`src/rtl/ws2811_frame_scheduler.sv`:
```
// Frame sequencer and double-buffered, round-robin shared colour store for a WS2811 array controller.
// Optional statistics counters are compiled in with WS2811_FRAME_STATS_EN.
module ws2811_frame_scheduler #(
  parameter int FRAME_CYCLES = 1000000,
  parameter int TX_CYCLES    = 12000
) (
  input  logic        clock,
  input  logic        reset,
  input  logic        run,
  input  logic [7:0]  led_count_cfg,
  input  logic        a_wr,
  input  logic [2:0]  a_idx,
  input  logic [23:0] a_rgb,
  input  logic        a_commit,
  output logic        a_ack,
  input  logic        b_wr,
  input  logic [2:0]  b_idx,
  input  logic [23:0] b_rgb,
  input  logic        b_commit,
  output logic        b_ack,
  output logic        enable,
  output logic        use_external_rgb,
  output logic [7:0]  led_count,
  output logic [23:0] external_led0,
  output logic [23:0] external_led1,
  output logic [23:0] external_led2,
  output logic [23:0] external_led3,
  output logic [23:0] external_led4,
`ifdef WS2811_FRAME_STATS_EN
  output logic [15:0] frames_sent,
  output logic [15:0] commits_merged,
`endif
  output logic        frame_start,
  output logic        frame_updated
);

  typedef enum logic [1:0] {S_IDLE = 2'd0, S_LATCH = 2'd1, S_SEND = 2'd2, S_GAP = 2'd3} state_t;

  localparam logic [23:0] TX_LAST    = 24'(TX_CYCLES);
  localparam logic [23:0] FRAME_LAST = 24'(FRAME_CYCLES - 1);

  state_t      state_q, state_d;
  logic [23:0] cnt_q, cnt_d;
  logic        enable_q, enable_d;
  logic        frame_start_q, frame_start_d;
  logic        frame_updated_q, frame_updated_d;
  logic        use_ext_q, use_ext_d;
  logic [7:0]  led_count_q, led_count_d;
  logic        commit_flag_q, commit_flag_d;
  logic        a_ack_q, a_ack_d, b_ack_q, b_ack_d;
  logic        rr_last_b_q, rr_last_b_d;
  logic [23:0] pend_q [0:4];
  logic [23:0] pend_d [0:4];
  logic [23:0] act_q [0:4];
  logic [23:0] act_d [0:4];

  logic        latch_s, copy_s, a_req_s, b_req_s, a_grant_s, b_grant_s, wr_en_s;
  logic [2:0]  wr_idx_s;
  logic [23:0] wr_rgb_s;

  // State register and frame position counter
  always_ff @(posedge clock or negedge reset) begin
    if (!reset) begin
      state_q <= S_IDLE;
      cnt_q   <= 24'd0;
    end else begin
      state_q <= state_d;
      cnt_q   <= cnt_d;
    end
  end

  // Next-state logic; cnt_q is the cycle index within the frame, 0 in S_LATCH
  always_comb begin
    state_d = state_q;
    cnt_d   = cnt_q;
    case (state_q)
      S_IDLE: begin
        cnt_d = 24'd0;
        if (run) state_d = S_LATCH;
        else     state_d = S_IDLE;
      end
      S_LATCH: begin
        cnt_d   = 24'd1;
        state_d = S_SEND;
      end
      S_SEND: begin
        cnt_d = cnt_q + 24'd1;
        if (cnt_q == TX_LAST) state_d = S_GAP;
        else                  state_d = S_SEND;
      end
      S_GAP: begin
        if (cnt_q == FRAME_LAST) begin
          cnt_d   = 24'd0;
          state_d = run ? S_LATCH : S_IDLE;
        end else begin
          cnt_d   = cnt_q + 24'd1;
          state_d = S_GAP;
        end
      end
      default: begin
        cnt_d   = 24'd0;
        state_d = S_IDLE;
      end
    endcase
  end

  // Output, arbitration and buffer next-state logic
  always_comb begin
    latch_s         = (state_q == S_LATCH);
    copy_s          = latch_s & commit_flag_q;
    enable_d        = (state_d == S_SEND);
    frame_start_d   = latch_s;
    frame_updated_d = copy_s;
    use_ext_d       = use_ext_q | copy_s;
    led_count_d     = latch_s ? led_count_cfg : led_count_q;

    // A commit in the latch cycle wins over the clear, deferring it to the next frame
    if (a_commit || b_commit) commit_flag_d = 1'b1;
    else if (copy_s)          commit_flag_d = 1'b0;
    else                      commit_flag_d = commit_flag_q;

    a_req_s   = a_wr & ~a_ack_q;
    b_req_s   = b_wr & ~b_ack_q;
    a_grant_s = a_req_s & (~b_req_s | rr_last_b_q);
    b_grant_s = b_req_s & ~a_grant_s;
    a_ack_d   = a_grant_s;
    b_ack_d   = b_grant_s;
    wr_en_s   = a_grant_s | b_grant_s;
    wr_idx_s  = a_grant_s ? a_idx : b_idx;
    wr_rgb_s  = a_grant_s ? a_rgb : b_rgb;

    if (a_grant_s)      rr_last_b_d = 1'b0;
    else if (b_grant_s) rr_last_b_d = 1'b1;
    else                rr_last_b_d = rr_last_b_q;

    for (int i = 0; i < 5; i++) begin
      if (wr_en_s && (wr_idx_s == 3'(i))) pend_d[i] = wr_rgb_s;
      else                                 pend_d[i] = pend_q[i];
      if (copy_s) act_d[i] = pend_q[i];
      else        act_d[i] = act_q[i];
    end
  end

  // Registered outputs and colour buffers
  always_ff @(posedge clock or negedge reset) begin
    if (!reset) begin
      enable_q        <= 1'b0;
      frame_start_q   <= 1'b0;
      frame_updated_q <= 1'b0;
      use_ext_q       <= 1'b0;
      led_count_q     <= 8'd0;
      commit_flag_q   <= 1'b0;
      a_ack_q         <= 1'b0;
      b_ack_q         <= 1'b0;
      rr_last_b_q     <= 1'b1;
      for (int i = 0; i < 5; i++) begin
        pend_q[i] <= 24'd0;
        act_q[i]  <= 24'd0;
      end
    end else begin
      enable_q        <= enable_d;
      frame_start_q   <= frame_start_d;
      frame_updated_q <= frame_updated_d;
      use_ext_q       <= use_ext_d;
      led_count_q     <= led_count_d;
      commit_flag_q   <= commit_flag_d;
      a_ack_q         <= a_ack_d;
      b_ack_q         <= b_ack_d;
      rr_last_b_q     <= rr_last_b_d;
      for (int i = 0; i < 5; i++) begin
        pend_q[i] <= pend_d[i];
        act_q[i]  <= act_d[i];
      end
    end
  end

`ifdef WS2811_FRAME_STATS_EN
  logic [15:0] frames_q, frames_d, merged_q, merged_d;

  // Statistics next-state: frame count wraps, merge count saturates
  always_comb begin
    frames_d = latch_s ? (frames_q + 16'd1) : frames_q;
    if ((a_commit || b_commit) && commit_flag_q && (merged_q != 16'hFFFF)) merged_d = merged_q + 16'd1;
    else                                                                   merged_d = merged_q;
  end

  // Statistics registers
  always_ff @(posedge clock or negedge reset) begin
    if (!reset) begin
      frames_q <= 16'd0;
      merged_q <= 16'd0;
    end else begin
      frames_q <= frames_d;
      merged_q <= merged_d;
    end
  end

  assign frames_sent    = frames_q;
  assign commits_merged = merged_q;
`endif

  assign enable           = enable_q;
  assign use_external_rgb = use_ext_q;
  assign led_count        = led_count_q;
  assign frame_start      = frame_start_q;
  assign frame_updated    = frame_updated_q;
  assign a_ack            = a_ack_q;
  assign b_ack            = b_ack_q;
  assign external_led0    = act_q[0];
  assign external_led1    = act_q[1];
  assign external_led2    = act_q[2];
  assign external_led3    = act_q[3];
  assign external_led4    = act_q[4];

endmodule

```
`config.mk`:
```
export PLATFORM = sky130hd
export DESIGN_NAME = ws2811_frame_scheduler
export DESIGN_NICKNAME = d
export VERILOG_FILES = /design/src/rtl/ws2811_frame_scheduler.sv
export SDC_FILE = /design/constraint.sdc
export NUM_CORES = 1
export LEC_CHECK = 0
export BUFFER_PORTS_ARGS = -buffer_cell sky130_fd_sc_hd__buf_4
export CAP_MARGIN = 15
export CORE_MARGIN = 10
export CORE_UTILIZATION = 45
export DETAILED_ROUTE_END_ITERATION = 10
export GPL_ROUTABILITY_DRIVEN = 0
export GPL_TIMING_DRIVEN = 0
export PLACE_DENSITY = 0.75
export SLEW_MARGIN = 10
export SYNTH_ARGS = -nofsm -noshare
export SYNTH_HDL_FRONTEND = slang
export SYNTH_SLANG_ARGS = --single-unit
```
`constraint.sdc`:
```
create_clock -name clock -period 2.55 [get_ports clock]
set_input_delay 0.255 -clock clock [delete_from_list [all_inputs] [get_ports clock]]
set_output_delay 0.255 -clock clock [all_outputs]
set_load 0.02 [all_outputs]
```
---- Word-level counts from Yosys, hierarchy flattened ----
Index checks and enable logic that the tools add are counted.
storage, ports and cells
  register bits after elaboration ......... 282
  bits in latches ......................... 0
  RAM bits ................................ 0
  ROM bits ................................ 0
  output and inout bits ................... 134
  memories kept ........................... 0
cells by class
  add/subtract/negate cells ............... 1
  multipliers ............................. 0
  divide/modulo/power cells ............... 0
  order comparisons ....................... 0
  eq/ne operators ......................... 10
  shift-type cells ........................ 0
  muxes and demuxes ....................... 12
  bitwise logic cells ..................... 12
  reduce and logical (&&, ||, !) cells .... 10
operators by type and width
  kind                     count
  $pmux W24 S4             1
  $mux W24                 2
  $add A24 B1 Y24 const B  1
  $eq A24 B14 Y1 const B   1
  $eq A24 B20 Y1 const B   1
  $pmux W2 S4              1
  $eq A2 B2 Y1 const B     3
  $eq A3 B2 Y1 const B     2
  $mux W1                  6
  $and A1 B1 Y1            5
  $logic_and A1 B1 Y1      5
  $not A1 Y1               4
  $reduce_bool A2 Y1       2
  $eq A3 B1 Y1 const B     1
  $eq A3 B3 Y1 const B     1
  $logic_not A3 Y1         1
  $mux W3                  1
  $or A1 B1 Y1             3
  $eq A2 B1 Y1 const B     1
  $logic_not A2 Y1         1
  $mux W2                  1
  $logic_or A1 B1 Y1       1

---- Longest topological paths before layout ----
Gate-level depths: netlist of run 1.
  depth in word-level cells ............... 9
  gate-level depth with buffers ........... 6
  gate-level depth less buffers ........... 5

---- Least setup slack after synthesis of run 1 ----
OpenSTA, ideal clock, no wires.
  path type ............................... reg-to-reg
  from .................................... register a_ack_q (netlist: a_ack)
  to ...................................... register pend_q[111] (netlist name)
  setup time .............................. 0.125 ns
  arrival time ............................ 2.029 ns
  data required time ...................... 2.425 ns
  path slack .............................. 0.396 ns
  stages on the path, launching flop included .. 7
  cells stage by stage .................... dfrtp_1 -> nand2b_1 -> clkbuf_1 -> nor2_1 -> buf_2 -> mux2_2 -> mux2_2
between the ends
  word-level cells in the longest chain between the ends .. 7
ends and longest elaborated chain
  item                            line  text
  start: declaration              50    logic a_ack_q, a_ack_d, b_ack_q, b_ack_d;
  start signal: assignment        167   a_ack_q <= a_ack_d;
  $not A1 Y1 (*)                  122   a_req_s = a_wr & ~a_ack_q;
  $and A1 B1 Y1 (*)               122
  $and A1 B1 Y1 (*)               124   a_grant_s = a_req_s & (~b_req_s | rr_last_b_q);
  $not A1 Y1                      125   b_grant_s = b_req_s & ~a_grant_s;
  $and A1 B1 Y1                   125
  $or A1 B1 Y1                    128   wr_en_s = a_grant_s | b_grant_s;
  $logic_and A1 B1 Y1             137   if (wr_en_s && (wr_idx_s == 3'(i))) pend_d[i] = wr_rgb_s;
  end signal: indexed assignment  171   pend_q[i] <= pend_d[i];
  end: declaration                52    logic [23:0] pend_q [0:4];
Every way passes the cells marked *; elsewhere a longest branch is shown, timed or not.
A chain may end at the register's enable or synchronous reset.

---- Worst setup path after layout of run 1 ----
  from .................................... register rr_last_b_q
  to ...................................... register pend_q[11] (netlist name)
between the ends
  word-level cells in the longest chain between the ends .. 6
ends and longest elaborated chain
  item                      line  text
  start: declaration        51    logic rr_last_b_q, rr_last_b_d;
  start signal: assignment  169   rr_last_b_q <= rr_last_b_d;
  $or A1 B1 Y1 (*)          124
  $and A1 B1 Y1 (*)         124
  $not A1 Y1                125
  $and A1 B1 Y1             125
  $or A1 B1 Y1              128
  $logic_and A1 B1 Y1       137
Marks and branches as above.

==> results of run 1 <==
## sequential cells by signal, summed over array words and instances (netlist names), 8 cells and up
register / cells
led_count: 8
cnt_q: 24
external_led4: 24
external_led1: 24
external_led3: 24
external_led2: 24
pend_q: 120
external_led0: 24
## cell families after synthesis
group                      Yosys count
xor gates and xnor gates            11
buffers and inverters               46
and+or+nand+nor                    122
AOI/OAI and AO/OA                   38
muxes                              264
adders and majority gates            2
DFF                                282
## area by class of cell
type	instances	area, um2	area share
Multi-Input combinational cell	437	3990	0.280
Sequential cell	282	7060	0.495
Clock inverter	14	115	0.00808
Inverter	12	45.0	0.00316
Tap cell	324	405	0.0284
Clock buffer	37	776	0.0544
Timing Repair Buffer	217	1710	0.120
Buffer	34	154	0.0108
## routing by layer
| layer | global-route usage | wire length (um) |
|---|---|---|
| met5 | 0 | 0 |
| met4 | 0.0372 | 452 |
| met2 | 0.275 | 12600 |
| met1 | 0.210 | 11400 |
| met3 | 0.0669 | 2630 |
## cells in the final DEF (no fill, tap or decap), types with 13 or more instances in the layout
cell,instances
dfrtp_1,281
mux2_2,264
buf_4,201
nand2_1,38
clkbuf_16,29
clkbuf_1,19
buf_2,18
nor2_1,17
dlygate4sd3_1,13
## repair_timing
action,CTS,global route
endpoints found under the setup margin,101,57
gates cloned,0,0
gates resized for setup,5,7
buffers inserted,0,0
endpoints found under the hold margin,82,0
hold buffers,13,0
## power by group through the flow
stage	Combinational, mW	Sequential, mW	Clock [mW]
after detailed placement	1.52	5.92	0
after global placement	1.45	5.86	0
final	1.52	5.83	3.97
after CTS	1.55	5.84	4.08
after global routing	1.67	5.94	4.24
after floorplan	0.999	5.81	0
## critical path, cell delays in order, from the launching register on
cell	delay, ns
dfstp_2	0.55
or3b_2	0.11
clkbuf_1	0.21
nand4_1	0.15
a21oi_2	0.49
buf_2	0.40
mux2_2	0.38
## worst max path at each step
| stage | from | end | cells past startpoint |
|---|---|---|---|
| floorplan | a_ack$_DFF_PN0_ | pend_q[111]$_DFFE_PN0P_ | 6 |
| global placement | reset | external_led0[18]$_DFFE_PN0P_ | 1 |
| detailed placement | a_ack$_DFF_PN0_ | pend_q[40]$_DFFE_PN0P_ | 6 |
| CTS | b_ack$_DFF_PN0_ | pend_q[81]$_DFFE_PN0P_ | 5 |
| global route | rr_last_b_q$_DFFE_PN1P_ | pend_q[13]$_DFFE_PN0P_ | 6 |
| finish | rr_last_b_q$_DFFE_PN1P_ | pend_q[11]$_DFFE_PN0P_ | 6 |
## per-stage QoR
stage	util	power [mW]	worst slack (ns)	instances
6_report	0.584	11.3	0.135	1357
5_1_grt	0.584	11.9	0.00192	1357
4_1_cts	0.584	11.5	0.00696	1357
3_5_place_dp	0.541	7.44	-0.357	1293
3_3_place_gp	0.539	7.31	-1.18	1291
2_1_floorplan	-	6.81	0.396	765
==> qor.txt, run 1 <==
most common flop cell mapped by yosys - dfrtp_1
xor/xnor share of the synthesized area - 0.00859
Final Hold Slack - 0.156 ns
syn_area_per_cell - 14.7 um2
Syn. warnings - 0
Crit Path Max Fanout - 10
worst path required time - 2.96 ns
TritonCTS Sinks - 282
Initial Util - 0.460
hold path endpoint - pend_q[52]$_DFFE_PN0P_
Slew @ Worst Pin - 0.793 ns
CP arrival - 2.83 ns
Worst Hold Depth - 3
most numerous cell in the Yosys netlist - dfrtp_1
number of detailed-route iterations in the first pass - 6
Yosys top cell area share - 0.627
largest family of logic cells by synthesized area - multiplexers
Post-synth top cells - dfrtp_1, mux2_2, nand2_1, buf_2, nor2_1
outcome - finished, final reports clean
post-synthesis mux area share - 0.265
worst min-delay path startpoint - b_rgb[4]
post-synthesis sequential area ratio - 0.629
Tightest Hold Check Type - in -> reg
Synth area leaders - dfrtp_1, mux2_2, nand2_1
drt drc - 0
Initial DRC Count - 352
NetSw - 2.78 mW
Netlist Area Pre-Place - 11200 um2
Hold Vio Cnt, Final - 0
Routed Antenna Nets - 0
Clk network pwr share - 0.350
post-synthesis adder-cell area fraction - 0.00223
diodes inserted - 0
largest net degree at the start of global routing - 112
switching power share of the total - 0.245
Syn Nets - 836
clock buffer depth - 3
clk slew on worst S/H paths - 0.06 ns
Lkg Pwr - 6.89 nW
Reg2Reg Depth - 6
post-synthesis register bit count - 282
ratio of cells with drive above 1 in the final layout - 0.533
fill count - 1969
Die Height - 178 um
Detail Placement HPWL - 19200 um
R2R Path End - pend_q[11]$_DFFE_PN0P_
H-tree depth - 1
initial antenna violation count - 0
Cells after Synth - 765
final WL - 27200 um
post-synthesis compound-gate area fraction - 0.0196
fmax - 414 MHz
DIE AREA - 31600 um2
die span in x - 178 um
vias in the first global route - 7526
Final min period - 2.41 ns
critical path type - reg -> reg
Netlist cell types - 40
Setup-failing EPs final - 0
Flop pwr share - 0.515
clk_lat worst skew - 0.53 ns
placed cell area - 13200 um2
wire per inst - 20.0 um
CP startpoint kind - flip-flop
final instance area - 14300 um2
gr ovfl total - 0
PortBufs - 202
setup TNS - 0 ns
internal power - 8.54 mW
unrepaired setup endpoints after global routing - no
Core ar. - 24400 um2
mean number of vias per cell - 5.14
DR vias - 6971
worst r2r src - rr_last_b_q$_DFFE_PN1P_
Post-synth EDFFs - 0
Logic pwr share - 0.134
post-synthesis simple-gate area fraction - 0.0578
share of synthesized registers carrying an async set or reset - 1.00
CTS tree - built
I/O pins - 203
Worst Skew - 0.00792 ns
num rows - 57
Slew HR - 0.471
fin. max-slew vios - 0
Critical Path End Type - flip-flop
Total GRT Usage - 0.169
CTS buffer count - 29
area grow syn2layout - 27.1%
Layout Nets - 1084
r2r setup slk - 0.14 ns
top cell type by total area after synthesis - dfrtp_1
first-pass GRT wire length - 42600 um
root buffer cell - clkbuf_16
peak supply drop - 0.580 mV
PD cells - 794 nW/um2
Final Cycle Share - 0.947
max_cap viols - 0
No activity file was read; power rests on OpenSTA's default activity.
==> run 2: changes to the inputs <==
- CELL_PAD_IN_SITES_DETAIL_PLACEMENT: not set -> 1
- CELL_PAD_IN_SITES_GLOBAL_PLACEMENT: not set -> 1
- PLACE_DENSITY: 0.75 -> 0.87
==> run 2 against run 1 <==
Effect of this change:
- global-route usage up 2.8 points
- core utilization grew 0.40 points
- power is 3.3% higher
- die area stayed put
- critical path type unchanged
- largest cell class unchanged
- largest power group unchanged
- highest routed layer unchanged
==> qor.txt, run 2 (synthesis results as in run 1) <==
outcome - finished, final reports clean (unchanged)
clk_lat worst skew - 0.54 ns (was 0.53 ns)
drt drc - 0 (unchanged)
root buffer cell - clkbuf_16 (unchanged)
Slew @ Worst Pin - 0.821 ns (was 0.793 ns)
TritonCTS Sinks - 282 (unchanged)
Routed Antenna Nets - 0 (unchanged)
PnR worst setup slack - 0.0874 ns (was 0.135 ns)
Tightest Hold Check Type - in -> reg (unchanged)
Total GRT Usage - 0.197 (was 0.169)
Worst Hold Depth - 3 (unchanged)
I/O pins - 203 (unchanged)
r2r setup slk - 0.09 ns (was 0.14 ns)
Layout Nets - 1086 (was 1084)
Initial DRC Count - 397 (was 352)
clock buffer depth - 3 (unchanged)
largest register by flop count - pend_q (unchanged)
number of detailed-route iterations in the first pass - 4 (was 6)
Setup-failing EPs final - 0 (unchanged)
overall power - 11.7 mW (was 11.3 mW)
initial antenna violation count - 0 (unchanged)
Final min period - 2.46 ns (was 2.41 ns)
clk slew on worst S/H paths - 0.06 ns (about the same)
hold path endpoint - pend_q[71]$_DFFE_PN0P_ (was pend_q[52]$_DFFE_PN0P_)
final instance area - 14400 um2 (was 14300 um2)
fin. max-slew vios - 0 (unchanged)
first-pass GRT wire length - 48700 um (was 42600 um)
Final Hold Slack - 0.176 ns (was 0.156 ns)
max reg flops - 120 (unchanged)
Die Height - 178 um (unchanged)
CTS buffer count - 29 (unchanged)
CP arrival - 2.87 ns (was 2.83 ns)
mean number of vias per cell - 5.31 (was 5.14)
diodes inserted - 0 (unchanged)
multi-input logic area - 4010 um2 (was 3990 um2)
wire per inst - 23.6 um (was 20.0 um)
vias in the first global route - 8169 (was 7526)
CP startpoint kind - flip-flop (unchanged)
Hold Vio Cnt, Final - 0 (unchanged)
Critical Path End Type - flip-flop (unchanged)
final WL - 32000 um (was 27200 um)
largest net degree at the start of global routing - 86 (was 112)
R2R Path End - pend_q[78]$_DFFE_PN0P_ (was pend_q[11]$_DFFE_PN0P_)
Detail Placement HPWL - 22400 um (was 19200 um)
critical path type - reg -> reg (unchanged)
gr ovfl total - 0 (unchanged)
Inst Count DP - 1295 (was 1293)
PortBufs - 202 (unchanged)
CTS tree - built (unchanged)
Crit Path Max Fanout - 10 (unchanged)
highest-count cells in the layout ignoring fill and taps - dfrtp_1, mux2_2, buf_4 (unchanged)
max_cap viols - 0 (unchanged)
num rows - 57 (unchanged)
Final Cycle Share - 0.966 (was 0.947)
setup TNS - 0 ns (unchanged)
Core ar. - 24400 um2 (unchanged)
unrepaired setup endpoints after global routing - no (unchanged)
worst min-delay path startpoint - a_rgb[23] (was b_rgb[4])
worst path required time - 2.96 ns (about the same)
Worst Skew - 0.0140 ns (was 0.00792 ns)
Lkg Pwr - 6.95 nW (was 6.89 nW)
fill count - 2379 (was 1969)
pre-CTS setup slack - -0.170 ns (was -0.357 ns)
peak supply drop - 0.528 mV (was 0.580 mV)
DR vias - 7225 (was 6971)
Initial Util - 0.460 (unchanged)
Slew HR - 0.453 (was 0.471)
area grow syn2layout - 27.9% (was 27.1%)
worst r2r src - rr_last_b_q$_DFFE_PN1P_ (unchanged)
PD cells - 815 nW/um2 (was 794 nW/um2)
ratio of cells with drive above 1 in the final layout - 0.534 (was 0.533)
Final Util - 0.588 (was 0.584)
most common cell after layout, fill and taps aside - dfrtp_1 (unchanged)
Reg2Reg Depth - 6 (unchanged)
Final Non-Filler Cells - 1360 (was 1357)
placed cell area - 13200 um2 (about the same)
fmax - 406 MHz (was 414 MHz)
Sequential Area - 7060 um2 (unchanged)
die span in x - 178 um (unchanged)
H-tree depth - 1 (unchanged)
DIE AREA - 31600 um2 (unchanged)
==> run 2: cell count changes in the layout (fill, tap and decap cells not counted), sizes merged <==
| cell | change |
|---|---|
| clkinvlp | -4 |
| clkinv | +1 |
| buf | +2 |
| clkbuf | +4 |
==> run 2: final cells by class <==
type / instances / area share
Clock buffer: 41 / 0.0593
Tap cell: 324 / 0.0282
Sequential cell: 282 / 0.492
Inverter: 12 / 0.00314
Multi-Input combinational cell: 437 / 0.279
Timing Repair Buffer: 219 / 0.122
Buffer: 34 / 0.0105
Clock inverter: 11 / 0.00575
==> run 2: timing repair <==
action | in CTS | in global routing
setup buffers | 0 | 0
setup endpoints to repair | 87 | 68
hold buffers | 13 | 0
gates resized for setup | 5 | 5
endpoints found under the hold margin | 61 | 0
==> run 2: metal layers <==
metal	global-route usage	vias up	wire, um
met1	0.227	3801	12500
met4	0.0514	0	581
li1	-	3205	-
met2	0.357	181	16900
met5	0	-	0
met3	0.0484	38	2090
==> run 2: where the power goes <==
part	total [mW]	internal, mW	leakage (nW)	switching [mW]
Sequential	5.92	5.39	3.63	0.530
Clock	4.15	2.41	0.469	1.74
Combinational	1.62	0.922	2.85	0.701
==> run 2: worst max path at each step <==
stage                             from  slack [ns]  cells after the start                       to
3_3_place_gp                     reset       -1.16                      1      cnt_q[16]$_DFF_PN0_
4_1_cts        rr_last_b_q$_DFFE_PN1P_        0.03                      6   pend_q[63]$_DFFE_PN0P_
3_5_place_dp   rr_last_b_q$_DFFE_PN1P_       -0.17                      6   pend_q[11]$_DFFE_PN0P_
5_1_grt                a_ack$_DFF_PN0_        0.01                      5   pend_q[76]$_DFFE_PN0P_
6_report       rr_last_b_q$_DFFE_PN1P_        0.09                      6   pend_q[78]$_DFFE_PN0P_
2_1_floorplan          a_ack$_DFF_PN0_        0.40                      6  pend_q[111]$_DFFE_PN0P_
==> run 2: worst max-delay path, stage by stage (launching register included) <==
cell and delay, ns:
dfstp_2 0.56, or3b_2 0.12, clkbuf_1 0.26, nand4b_1 0.17, a21oi_2 0.42, buf_2 0.39, mux2_2 0.39
==> run 3: changes to the inputs <==
- ABC_AREA: not set -> 1
- CORE_UTILIZATION: 45 -> 42
- PLACE_DENSITY: 0.87 -> 0.88
- SLEW_MARGIN: 10 -> not set
==> run 3 against run 2 <==
Effect of this change:
- clock power rose by 5.1%
- global-route usage rose by 3.1 points
- non-clock buffer count rose by 30
- critical path depth rose by 3
- highest routed layer unchanged
==> qor.txt, run 3 <==
H-tree depth - 1 (unchanged)
Initial Util - 0.426 (was 0.460)
Cells after Synth - 1422 (was 765)
Initial DRC Count - 718 (was 397)
post-synthesis register bit count - 282 (unchanged)
Setup-failing EPs final - 0 (unchanged)
root buffer cell - clkbuf_16 (unchanged)
Worst Hold Depth - 4 (was 3)
Worst Skew - 0.0127 ns (was 0.0140 ns)
fill count - 3373 (was 2379)
Die Height - 188 um (was 178 um)
Core ar. - 27900 um2 (was 24400 um2)
PortBufs - 202 (unchanged)
Final Cycle Share - 0.912 (was 0.966)
fmax - 430 MHz (was 406 MHz)
gr ovfl total - 0 (unchanged)
DIE AREA - 35400 um2 (was 31600 um2)
Crit Path Max Fanout - 10 (unchanged)
Lkg Pwr - 8.18 nW (was 6.95 nW)
R2R Path End - external_led2[12]$_DFFE_PN0P_ (was pend_q[78]$_DFFE_PN0P_)
top cell type by total area after synthesis - dfrtp_1 (unchanged)
Syn. warnings - 0 (unchanged)
unrepaired setup endpoints after global routing - no (unchanged)
first-pass GRT wire length - 64900 um (was 48700 um)
Layout Nets - 1742 (was 1086)
DR vias - 10600 (was 7225)
CP startpoint kind - flip-flop (unchanged)
initial antenna violation count - 0 (unchanged)
post-synthesis sequential area ratio - 0.595 (was 0.629)
diodes inserted - 0 (unchanged)
PD cells - 1190 nW/um2 (was 815 nW/um2)
overall power - 18.0 mW (was 11.7 mW)
final instance area - 15000 um2 (was 14400 um2)
clk_lat worst skew - 0.56 ns (was 0.54 ns)
critical path type - reg -> reg (unchanged)
Routed Antenna Nets - 0 (unchanged)
max reg flops - 120 (unchanged)
Total GRT Usage - 0.228 (was 0.197)
Netlist Area Pre-Place - 11900 um2 (was 11200 um2)
Hold Vio Cnt, Final - 0 (unchanged)
worst r2r src - state_q[0]$_DFF_PN0_ (was rr_last_b_q$_DFFE_PN1P_)
Post-synth EDFFs - 0 (unchanged)
outcome - finished, final reports clean (unchanged)
syn_area_per_cell - 8.34 um2 (was 14.7 um2)
max_cap viols - 0 (unchanged)
Critical Path End Type - flip-flop (unchanged)
hold path endpoint - rr_last_b_q$_DFFE_PN1P_ (was pend_q[71]$_DFFE_PN0P_)
worst path required time - 2.99 ns (was 2.96 ns)
drt drc - 0 (unchanged)
final WL - 40700 um (was 32000 um)
vias in the first global route - 11800 (was 8169)
num rows - 61 (was 57)
die span in x - 188 um (was 178 um)
largest net degree at the start of global routing - 121 (was 86)
area grow syn2layout - 26.7% (was 27.9%)
Syn Nets - 1493 (was 836)
Reg2Reg Depth - 9 (was 6)
Final Hold Slack - 0.0647 ns (was 0.176 ns)
wire per inst - 19.6 um (was 23.6 um)
ratio of cells with drive above 1 in the final layout - 0.190 (was 0.534)
most numerous cell in the Yosys netlist - nand2_1 (was dfrtp_1)
Slew @ Worst Pin - 0.689 ns (was 0.821 ns)
Synth area leaders - dfrtp_1, nand2_1, nand3_1 (was dfrtp_1, mux2_2, nand2_1)
Yosys top cell area share - 0.593 (was 0.627)
CP arrival - 2.76 ns (was 2.87 ns)
worst min-delay path startpoint - a_wr (was a_rgb[23])
clk slew on worst S/H paths - 0.06 ns (about the same)
Final min period - 2.33 ns (was 2.46 ns)
Post-synth top cells - nand2_1, dfrtp_1, nand3_1, nor2_1, inv_1 (was dfrtp_1, mux2_2, nand2_1, buf_2, nor2_1)
Netlist cell types - 31 (was 40)
most common flop cell mapped by yosys - dfrtp_1 (unchanged)
share of synthesized registers carrying an async set or reset - 1.00 (unchanged)
I/O pins - 203 (unchanged)
Slew HR - 0.537 (was 0.453)
TritonCTS Sinks - 282 (unchanged)
number of detailed-route iterations in the first pass - 5 (was 4)
placed cell area - 13900 um2 (was 13200 um2)
largest register by flop count - pend_q (unchanged)
clock buffer depth - 3 (unchanged)
fin. max-slew vios - 0 (unchanged)
CTS buffer count - 31 (was 29)
Tightest Hold Check Type - in -> reg (unchanged)
mean number of vias per cell - 5.13 (was 5.31)
Detail Placement HPWL - 28900 um (was 22400 um)
r2r setup slk - 0.22 ns (was 0.09 ns)
highest-count cells in the layout ignoring fill and taps - nand2_1, dfrtp_1, buf_4 (was dfrtp_1, mux2_2, buf_4)
peak supply drop - 0.594 mV (was 0.528 mV)
CTS tree - built (unchanged)
most common cell after layout, fill and taps aside - nand2_1 (was dfrtp_1)
[run 3: changes by cell type after synthesis, sizes merged, moves of 20 or more]
cell and delta:
mux2 -264, nand2 +733, nor2 +60, nand3 +100
nand4 +20, buf +26, inv +31
[run 3: per-layer routing]
metal | routed length, um | up-vias | GRT usage
met2 | 20300 | 303 | 0.395
met5 | 0 | - | 0
met4 | 1430 | 0 | 0.0837
li1 | - | 4922 | -
met3 | 2700 | 92 | 0.0558
met1 | 16300 | 5304 | 0.267
[run 3: kinds of logic (layout without fill, tap and decap cells)]
logic type,Yosys count,after routing,synth area share
compound gates,13,13,0.00549
fa+ha+maj,2,2,0.00211
flops,282,282,0.595
buf+inv,111,382,0.0430
simple gates,1007,1007,0.349
xor+xnor,7,7,0.00517
[run 3: worst max path at each step]
| stage | startpoint | endpoint | slack [ns] | depth (start not counted) |
|---|---|---|---|---|
| 3_5_place_dp | cnt_q[0]$_DFF_PN0_ | cnt_q[21]$_DFF_PN0_ | 0.10 | 7 |
| 6_report | state_q[0]$_DFF_PN0_ | external_led2[12]$_DFFE_PN0P_ | 0.22 | 9 |
| 4_1_cts | cnt_q[0]$_DFF_PN0_ | cnt_q[20]$_DFF_PN0_ | 0.09 | 7 |
| 5_1_grt | state_q[0]$_DFF_PN0_ | external_led2[14]$_DFFE_PN0P_ | 0.06 | 9 |
| 2_1_floorplan | cnt_q[0]$_DFF_PN0_ | cnt_q[17]$_DFF_PN0_ | 0.87 | 7 |
| 3_3_place_gp | reset | pend_q[21]$_DFFE_PN0P_ | -1.21 | 1 |
[run 3: power breakdown]
part	switching [mW]	internal, mW
logic	4.11	2.11
clock network	1.82	2.55
registers	1.15	6.22
total	7.08	10.9
[run 3: area by class of cell]
| cell class | instances | area (um2) | area share |
|---|---|---|---|
| multi-input combinational | 1029 | 4290 | 0.286 |
| sequential | 282 | 7060 | 0.470 |
| inverter | 44 | 168 | 0.0112 |
| tap | 378 | 473 | 0.0315 |
| buffer | 67 | 343 | 0.0228 |
| clock inverter | 5 | 35.0 | 0.00233 |
| clock buffer | 50 | 957 | 0.0637 |
| timing repair buffer | 216 | 1700 | 0.113 |
[run 3: per-stage QoR]
stage | setup TNS [ns] | utilization | setup WS (ns) | instances
2_1_floorplan | 0 | - | 0.868 | 1422
3_3_place_gp | -333.05 | 0.497 | -1.21 | 2002
3_5_place_dp | 0 | 0.499 | 0.101 | 2004
4_1_cts | 0 | 0.539 | 0.0877 | 2071
5_1_grt | 0 | 0.539 | 0.0587 | 2071
6_report | 0 | 0.539 | 0.224 | 2071
[run 3: critical path, cell delays in order (launching register included)]
cell	delay, ns
dfrtp_1	0.40
inv_2	0.07
nor2_1	0.19
inv_2	0.15
nor2_2	0.41
inv_2	0.10
buf_2	0.27
clkbuf_1	0.36
nand2_1	0.16
nand2_1	0.08
[run 3: repair_timing]
action | in CTS | in global routing
endpoints found under the setup margin | 0 | 10
hold buffers | 12 | 0
setup buffers | 0 | 0
endpoints found under the hold margin | 56 | 0
gates resized for setup | 0 | 1
